<file path="config.mk">
export PLATFORM = sky130hd
export DESIGN_NAME = vscale_htif_tohost_monitor
export DESIGN_NICKNAME = d
export VERILOG_FILES = /design/src/rtl/vscale_htif_tohost_monitor.sv
export SDC_FILE = /design/constraint.sdc
export NUM_CORES = 1
export LEC_CHECK = 0
export ABC_CLOCK_PERIOD_IN_PS = 6700
export BUFFER_PORTS_ARGS = -buffer_cell sky130_fd_sc_hd__buf_2
export CAP_MARGIN = 0
export CELL_PAD_IN_SITES_DETAIL_PLACEMENT = 1
export CELL_PAD_IN_SITES_GLOBAL_PLACEMENT = 2
export CORE_MARGIN = 2
export CORE_UTILIZATION = 30
export CTS_BUF_LIST = sky130_fd_sc_hd__clkbuf_8
export CTS_CLUSTER_DIAMETER = 120
export CTS_CLUSTER_SIZE = 25
export DETAILED_ROUTE_END_ITERATION = 6
export PLACE_DENSITY = 0.95
export SYNTH_ARGS = -nofsm -noshare
export SYNTH_HDL_FRONTEND = slang
export SYNTH_SLANG_ARGS = --single-unit
</file>
<file path="constraint.sdc">
create_clock -name clk -period 6.7 [get_ports clk]
set_input_delay 1.005 -clock clk [delete_from_list [all_inputs] [get_ports clk]]
set_output_delay 1.005 -clock clk [all_outputs]
set_load 0.01 [all_outputs]
</file>
<file path="src/rtl/vscale_htif_tohost_monitor.sv">
`default_nettype none
// ============================================================================
// Module   : vscale_htif_tohost_monitor
// Brief    : HTIF PCR host agent that polls tohost and reports pass/fail/timeout.
//            Optional tohost clear-after-read: VSCALE_HTIF_TOHOST_CLEAR_EN.
// Revision : 1.0 - initial release
// ============================================================================
module vscale_htif_tohost_monitor #(
  parameter int                    PCR_WIDTH   = 64,
  parameter int                    ADDR_WIDTH  = 12,
  parameter logic [ADDR_WIDTH-1:0] TOHOST_ADDR = 12'h780,
  parameter int                    CYCLE_WIDTH = 32,
  parameter int                    POLL_GAP    = 4
) (
  input  logic                   clk,
  input  logic                   reset,
  input  logic                   enable,
  input  logic [CYCLE_WIDTH-1:0] max_cycles,
  output logic                   htif_pcr_req_valid,
  input  logic                   htif_pcr_req_ready,
  output logic                   htif_pcr_req_rw,
  output logic [ADDR_WIDTH-1:0]  htif_pcr_req_addr,
  output logic [PCR_WIDTH-1:0]   htif_pcr_req_data,
  input  logic                   htif_pcr_resp_valid,
  output logic                   htif_pcr_resp_ready,
  input  logic [PCR_WIDTH-1:0]   htif_pcr_resp_data,
  output logic                   done,
  output logic                   pass,
  output logic                   timeout,
  output logic [PCR_WIDTH-2:0]   fail_code,
  output logic [CYCLE_WIDTH-1:0] cycle_count
);

  localparam int                 GAP_W    = (POLL_GAP > 1) ? $clog2(POLL_GAP) : 1;
  localparam logic [GAP_W-1:0]   GAP_LAST = GAP_W'(POLL_GAP - 1);

  localparam logic [2:0] S_IDLE     = 3'd0;
  localparam logic [2:0] S_REQ      = 3'd1;
  localparam logic [2:0] S_RESP     = 3'd2;
  localparam logic [2:0] S_GAP      = 3'd3;
`ifdef VSCALE_HTIF_TOHOST_CLEAR_EN
  localparam logic [2:0] S_CLR_REQ  = 3'd4;
  localparam logic [2:0] S_CLR_RESP = 3'd5;
`endif
  localparam logic [2:0] S_DONE     = 3'd6;

  logic [2:0]             r_state;
  logic [2:0]             w_next_state;
  logic [GAP_W-1:0]       r_gap_cnt;
  logic [CYCLE_WIDTH-1:0] r_cycle_count;
  logic                   r_pass;
  logic                   r_timeout;
  logic [PCR_WIDTH-2:0]   r_fail_code;

  logic                   w_active;
  logic                   w_timeout;
  logic                   w_req_hs;
  logic                   w_resp_hs;
  logic                   w_resp_nz;
  logic                   w_finish_result;
  logic                   w_finish_timeout;
  logic [PCR_WIDTH-1:0]   w_result;

`ifdef VSCALE_HTIF_TOHOST_CLEAR_EN
  logic [PCR_WIDTH-1:0]   r_data;
`endif

  assign w_active  = (r_state != S_IDLE) && (r_state != S_DONE);
  assign w_timeout = (max_cycles != '0) && (r_cycle_count >= max_cycles) && w_active;
  assign w_req_hs  = htif_pcr_req_valid && htif_pcr_req_ready;
  assign w_resp_hs = htif_pcr_resp_valid && htif_pcr_resp_ready;
  assign w_resp_nz = (htif_pcr_resp_data != '0);

  // State register
  always_ff @(posedge clk) begin
    if (!reset) begin
      r_state <= S_IDLE;
    end else begin
      r_state <= w_next_state;
    end
  end

  // Next-state logic; a nonzero response handshake outranks a same-cycle timeout
  always_comb begin
    w_next_state     = r_state;
    w_finish_result  = 1'b0;
    w_finish_timeout = 1'b0;
`ifdef VSCALE_HTIF_TOHOST_CLEAR_EN
    w_result         = r_data;
`else
    w_result         = htif_pcr_resp_data;
`endif
    case (r_state)
      S_IDLE: begin
        if (enable) begin
          w_next_state = S_REQ;
        end
      end
      S_REQ: begin
        if (w_timeout) begin
          w_next_state     = S_DONE;
          w_finish_timeout = 1'b1;
        end else if (w_req_hs) begin
          w_next_state = S_RESP;
        end
      end
      S_RESP: begin
        if (w_resp_hs && w_resp_nz) begin
`ifdef VSCALE_HTIF_TOHOST_CLEAR_EN
          w_next_state = S_CLR_REQ;
`else
          w_next_state    = S_DONE;
          w_finish_result = 1'b1;
`endif
        end else if (w_timeout) begin
          w_next_state     = S_DONE;
          w_finish_timeout = 1'b1;
        end else if (w_resp_hs) begin
          w_next_state = S_GAP;
        end
      end
      S_GAP: begin
        if (w_timeout) begin
          w_next_state     = S_DONE;
          w_finish_timeout = 1'b1;
        end else if (!enable) begin
          w_next_state = S_IDLE;
        end else if (r_gap_cnt == GAP_LAST) begin
          w_next_state = S_REQ;
        end
      end
`ifdef VSCALE_HTIF_TOHOST_CLEAR_EN
      S_CLR_REQ: begin
        if (w_timeout) begin
          w_next_state     = S_DONE;
          w_finish_timeout = 1'b1;
        end else if (w_req_hs) begin
          w_next_state = S_CLR_RESP;
        end
      end
      S_CLR_RESP: begin
        if (w_resp_hs) begin
          w_next_state    = S_DONE;
          w_finish_result = 1'b1;
        end else if (w_timeout) begin
          w_next_state     = S_DONE;
          w_finish_timeout = 1'b1;
        end
      end
`endif
      S_DONE: begin
        w_next_state = S_DONE;
      end
      default: begin
        w_next_state = S_IDLE;
      end
    endcase
  end

  // Outputs decoded from the current state
  always_comb begin
    htif_pcr_req_valid  = 1'b0;
    htif_pcr_req_rw     = 1'b0;
    htif_pcr_resp_ready = 1'b0;
    done                = 1'b0;
    case (r_state)
      S_REQ: begin
        htif_pcr_req_valid = 1'b1;
      end
      S_RESP: begin
        htif_pcr_resp_ready = 1'b1;
      end
`ifdef VSCALE_HTIF_TOHOST_CLEAR_EN
      S_CLR_REQ: begin
        htif_pcr_req_valid = 1'b1;
        htif_pcr_req_rw    = 1'b1;
      end
      S_CLR_RESP: begin
        htif_pcr_resp_ready = 1'b1;
      end
`endif
      S_DONE: begin
        done = 1'b1;
      end
      default: begin
        done = 1'b0;
      end
    endcase
  end

  assign htif_pcr_req_addr = TOHOST_ADDR;
  assign htif_pcr_req_data = '0;

  // Idle spacing between polls; restarts from zero on every entry to GAP
  always_ff @(posedge clk) begin
    if (!reset || (r_state != S_GAP)) begin
      r_gap_cnt <= '0;
    end else begin
      r_gap_cnt <= r_gap_cnt + 1'b1;
    end
  end

  always_ff @(posedge clk) begin
    if (!reset) begin
      r_cycle_count <= '0;
    end else if (w_active && (r_cycle_count != '1)) begin
      r_cycle_count <= r_cycle_count + 1'b1;
    end
  end

`ifdef VSCALE_HTIF_TOHOST_CLEAR_EN
  always_ff @(posedge clk) begin
    if (!reset) begin
      r_data <= '0;
    end else if ((r_state == S_RESP) && w_resp_hs) begin
      r_data <= htif_pcr_resp_data;
    end
  end
`endif

  always_ff @(posedge clk) begin
    if (!reset) begin
      r_pass      <= 1'b0;
      r_timeout   <= 1'b0;
      r_fail_code <= '0;
    end else if (w_finish_timeout) begin
      r_pass      <= 1'b0;
      r_timeout   <= 1'b1;
      r_fail_code <= '0;
    end else if (w_finish_result) begin
      r_pass      <= (w_result == PCR_WIDTH'(1));
      r_timeout   <= 1'b0;
      r_fail_code <= (w_result == PCR_WIDTH'(1)) ? '0 : w_result[PCR_WIDTH-1:1];
    end
  end

  assign pass        = r_pass;
  assign timeout     = r_timeout;
  assign fail_code   = r_fail_code;
  assign cycle_count = r_cycle_count;

endmodule
`default_nettype wire

</file>
* Word level (Yosys, flattened, before mapping)
Index checks and enable logic that the tools add are counted.
Widths: inputs -> output; s select.
** Cells by class
- $add $sub $neg :: 2
- Bitwise logic cells :: 1
- Reductions and logical operators :: 17
- Multiplexer cells :: 21
- $lt $le $gt $ge :: 1
- Eq/ne operators :: 13
** Operators with widths (number)
- $eq 64x1->1 const B :: 1
- $reduce_bool 64->1 :: 1
- $mux 63 :: 1
- $add 32x1->32 const B :: 1
- $ge 32x32->1 :: 1
- $ne 32x32->1 const B :: 1
- $reduce_bool 32->1 :: 1
- $mux 3 :: 9
- $pmux 3 s5 :: 1
- $mux 1 :: 9
- $ne 4x4->1 const B :: 2
- $logic_and 1x1->1 :: 7
- $eq 3x2->1 const B :: 2
- $ne 3x3->1 const B :: 2
- $reduce_and 4->1 :: 1
- $reduce_or 2->1 :: 2
- $eq 3x1->1 const B :: 1
- $eq 3x3->1 const B :: 1
- $logic_not 3->1 :: 1
- $ne 3x2->1 const B :: 1
- $reduce_bool 3->1 :: 1
- $add 2x1->2 const B :: 1
- $eq 2x2->1 const B :: 1
- $ne 2x2->1 const B :: 1
- 5 further kinds :: 5
** Word-level totals
- Input bits :: 101
- Output and inout bits :: 177
- Logic and storage cells :: 61
- Register bits :: 102

* Longest topological paths before layout
- Word-level depth :: 8
- Depth in mapped cells :: 10
- Gate-level depth less buffers :: 8

* Least setup slack after synthesis
OpenSTA, ideal clock, no wires.
- Path type :: input to register
- From :: input max_cycles[15]
- To :: register r_fail_code[17] (netlist: fail_code[17])
- Buffers on the path :: 2
- Library setup time :: 152 ps
- Required time :: 6548 ps
- Cell stages on the path :: 10
- Arrival :: 2916 ps
- Slack :: 3632 ps
- Cell sequence :: inv_1 -> ha_1 -> nand2_1 -> nor4_1 -> a22oi_1 -> a2111oi_0 -> o21a_1 -> buf_4 -> buf_4 -> a221oi_2
** On the way
- Word-level cells in the longest chain between the ends :: 7
- Elaborated cells between the ends (all ways) :: 8
- Classes of those cells :: order compare (1); mux (3); reduce/logical (4)
** RTL lines
- from (decl) :: line 18 : input logic [CYCLE_WIDTH-1:0] max_cycles,
- $ge 32x32->1 / $reduce_bool 32->1 (equally long branches) :: line 69 : assign w_timeout = (max_cycles != '0) && (r_cycle_count >= max_cycles) && w_active;
- $logic_and 1x1->1 * (2 in series) :: line 69
- $mux 1 * :: line 100, 115, 123
- $mux 1 :: line 108 : if (w_resp_hs && w_resp_nz) begin
- $pmux 1 s2 * :: line 93 : case (r_state)
- $reduce_or 2->1 (no source line) *
- to (signal assigned) :: line 233 : r_fail_code <= (w_result == PCR_WIDTH'(1)) ? '0 : w_result[PCR_WIDTH-1:1];
- to (decl) :: line 53 : logic [PCR_WIDTH-2:0] r_fail_code;
Mark *: on every way between the ends. The rest lies on a longest branch, timed or not.
A chain may end at the register's enable or synchronous reset.

* Final worst setup path
- From :: input max_cycles[29]
- To :: register r_fail_code[1] (netlist: fail_code[1])
Same word-level chain as after synthesis.

==> results.cfg <==
[finish]
fill_cells = 2594
utilization_pct = 35.4
stdcell_area_um2 = 7420
antenna_cells = 0
drive_gt1_share_pct = 32.0
final_nets = 1034
syn_to_final_growth_pct = 16.1

[global_route]
grt_pass1_wl_um = 31100
antenna_found_initial = 0
grt_max_degree = 69
grt_pass1_vias = 5871
grt_use_total_pct = 17.3
grt_overflow = 0

[logic_synthesis]
synthFlopType = dfxtp_1
netlist_area_um2 = 6400
async_flop_share_pct = 0
ys_seq_elements = 102
synth_common_cells = dfxtp_1 (102), buf_4 (89), nand2_1 (88)
yosysMostFrequentCell = dfxtp_1
ys_types = 45
synth_top_area_share_pct = 31.9
synthesis.yosys.warnings = 0
synth_top_area_cell = dfxtp_1
syn_inst = 733
synthTopCellsByArea = dfxtp_1 (32%), a221oi_2 (14%), buf_4 (10%), ha_1 (6.6%), nand3_1 (5.8%)
synth_edf_count = 0
synth-seq-area-share_pct = 31.9
synth.avg_cell_area_um2 = 8.73

[cts]
clk_pin_slew_ns = 0.12
cts_sinks = 102
root_buffer = clkbuf_8
htree_levels = 3
cts_resized = 0
cts_tree = built
postCtsSetupBuffers = 0
cts_buffer_depth = 2
cts_buffers = 9
insertion_delay_ns = 0.39
hold_buffers = 0

[sta]
worstMarginPinSlew_ns = 1.05
max_freq_mhz = 249
final-setup-viol-count = 0
period_share_pct = 59.9
finalSetupTns_ns = 0
rsz0062_at_grt = false
slew_violations = 0
maxSlewHeadroom_pct = 29.3
fin_crit_ns = 4.01
finalHoldViolCount = 0
fin_skew_ns = 0.0185

[routing]
wl_per_cell_um = 17.1
drtAntennaViolNets = 0
dr.pass1.iters = 4
viasPerCell = 4.99
drtIter0Drc = 283
detail_route.wirelength_um = 20100
dr_total_vias = 5886
drcViolationCount = 0

[worst_setup_path]
crit_arrival_ns = 4.25
crit_chain = buf_2 > inv_1 > ha_1 > nand4_1 > nor4_1 > inv_1 > a2111oi_0 > o21a_4 > buf_4 > a221oi_1
critPathBufInv = 4
startpoint = max_cycles[29]
reg2reg_depth = 8
reg2reg_to = fail_code[1]
reg2reg_setup_slack_ns = 3.02
crit_path_start_kind = input port
critPathSlowestCell = o21a_4
cp_slowest_stage_delay_ns = 0.80
critical_path.most_common_cell = inv_1
path_max_fanout = 48
critical_path.endpoint_type = flip-flop
crit_cells = 10
worstSetupPathType = in -> reg
endpoint = fail_code[1]
cpLargestDelayFamily = compound AO/OA/AOI/OAI gates
worstPathRequired_ns = 6.93
r2r-start = cycle_count[29]

[die]
fp.dieH_um = 150
dieWidth_um = 150
dieArea_um2 = 22500
initial_core_util_pct = 30.5
io_pins = 278
rows = 53
core_um2 = 21000

[placement]
dp_hpwl_um = 14800
io_buffers = 200
placed_area_um2 = 7240
gp_congestion = 0.808

[pwr]
max-vdd-ir-drop_uv = 102
p_leak_nw = 3.21
power_per_cell_area_nw_per_um2 = 184
finalPower_mw = 1.36

[worst_hold_path]
hp-start = r_gap_cnt[0]
hp-class = reg -> reg

[job]
maxCapViolCount = 0

[run_status]
status = finished, final reports clean
==> cell type report <==
class                   instances  area (um2)  share of cell area, %
well taps                     275         344                   4.63
clock buffers                   9         124                   1.67
flip-flops and latches        102        2040                   27.5
clock inverters                 7        65.1                  0.876
multi-input cells             540        3650                   49.2
inverters                      40         153                   2.06
repair buffers                206        1050                   14.1
==> logic make-up after synthesis <==
group / after synthesis / share of synthesized area, %
AOI/OAI and AO/OA: 112 / 19.6
xor gates and xnor gates: 31 / 4.24
adders and majority gates: 34 / 6.65
buffers and inverters: 166 / 15.8
DFF: 102 / 31.9
muxes: 2 / 0.313
other: 2 / 0.117
and+or+nand+nor: 284 / 21.4
==> where the power goes <==
group | leakage [nW] | internal, mW | switching, mW
logic | 2.29 | 0.101 | 0.215
clock network | 0.0938 | 0.144 | 0.250
registers | 0.824 | 0.631 | 0.0233
total | 3.21 | 0.876 | 0.488
==> per-layer routing <==
metal / up-vias / routed length (um) / track usage (%)
met4: 0 / 393 / 4.58
met5: - / 0 / 0
met2: 194 / 9470 / 28.7
met3: 24 / 1250 / 4.51
met1: 2838 / 8990 / 22.4
li1: 2830 / - / -
==> cells in the final DEF, fill, tap and decap left out, drive strengths merged, types with 6 or more instances in the layout <==
master	Yosys	final
conb	2	77
nor3	8	8
o21ai	9	9
and4	6	6
inv	40	43
nand2	88	88
a21oi	16	16
and3	6	6
dfxtp	102	102
nor2	43	43
ha	34	34
xor2	25	25
nor4	27	27
clkbuf	27	9
buf	99	206
a221oi	64	64
nand4	25	25
xnor2	6	6
nand3	74	74
==> metrics by stage <==
step                      setup WS (ns)  hold slack [ns]  instances
final                              2.69            0.437       1179
after global routing               2.46            0.463       1179
after CTS                          2.71            0.444       1179
after detailed placement           2.28            0.428       1163
after global placement             2.39            0.412       1163
after floorplan                    3.63            0.399        808
==> sequential cells by signal (all words and copies together), names as in the netlist <==
register	flops
pass	1
cycle_count	32
r_state	3
fail_code	63
r_gap_cnt	2
timeout	1
==> worst min-delay path by stage <==
stage          slack [ns]      endpoint  cells after the start
6_report             0.44  r_gap_cnt[0]                      1
5_1_grt              0.46  r_gap_cnt[0]                      1
4_1_cts              0.44  r_gap_cnt[0]                      1
3_5_place_dp         0.43  r_gap_cnt[0]                      1
3_3_place_gp         0.41  r_gap_cnt[0]                      1
2_1_floorplan        0.40  r_gap_cnt[0]                      1
Note: power is estimated with default switching activity, not from simulation.
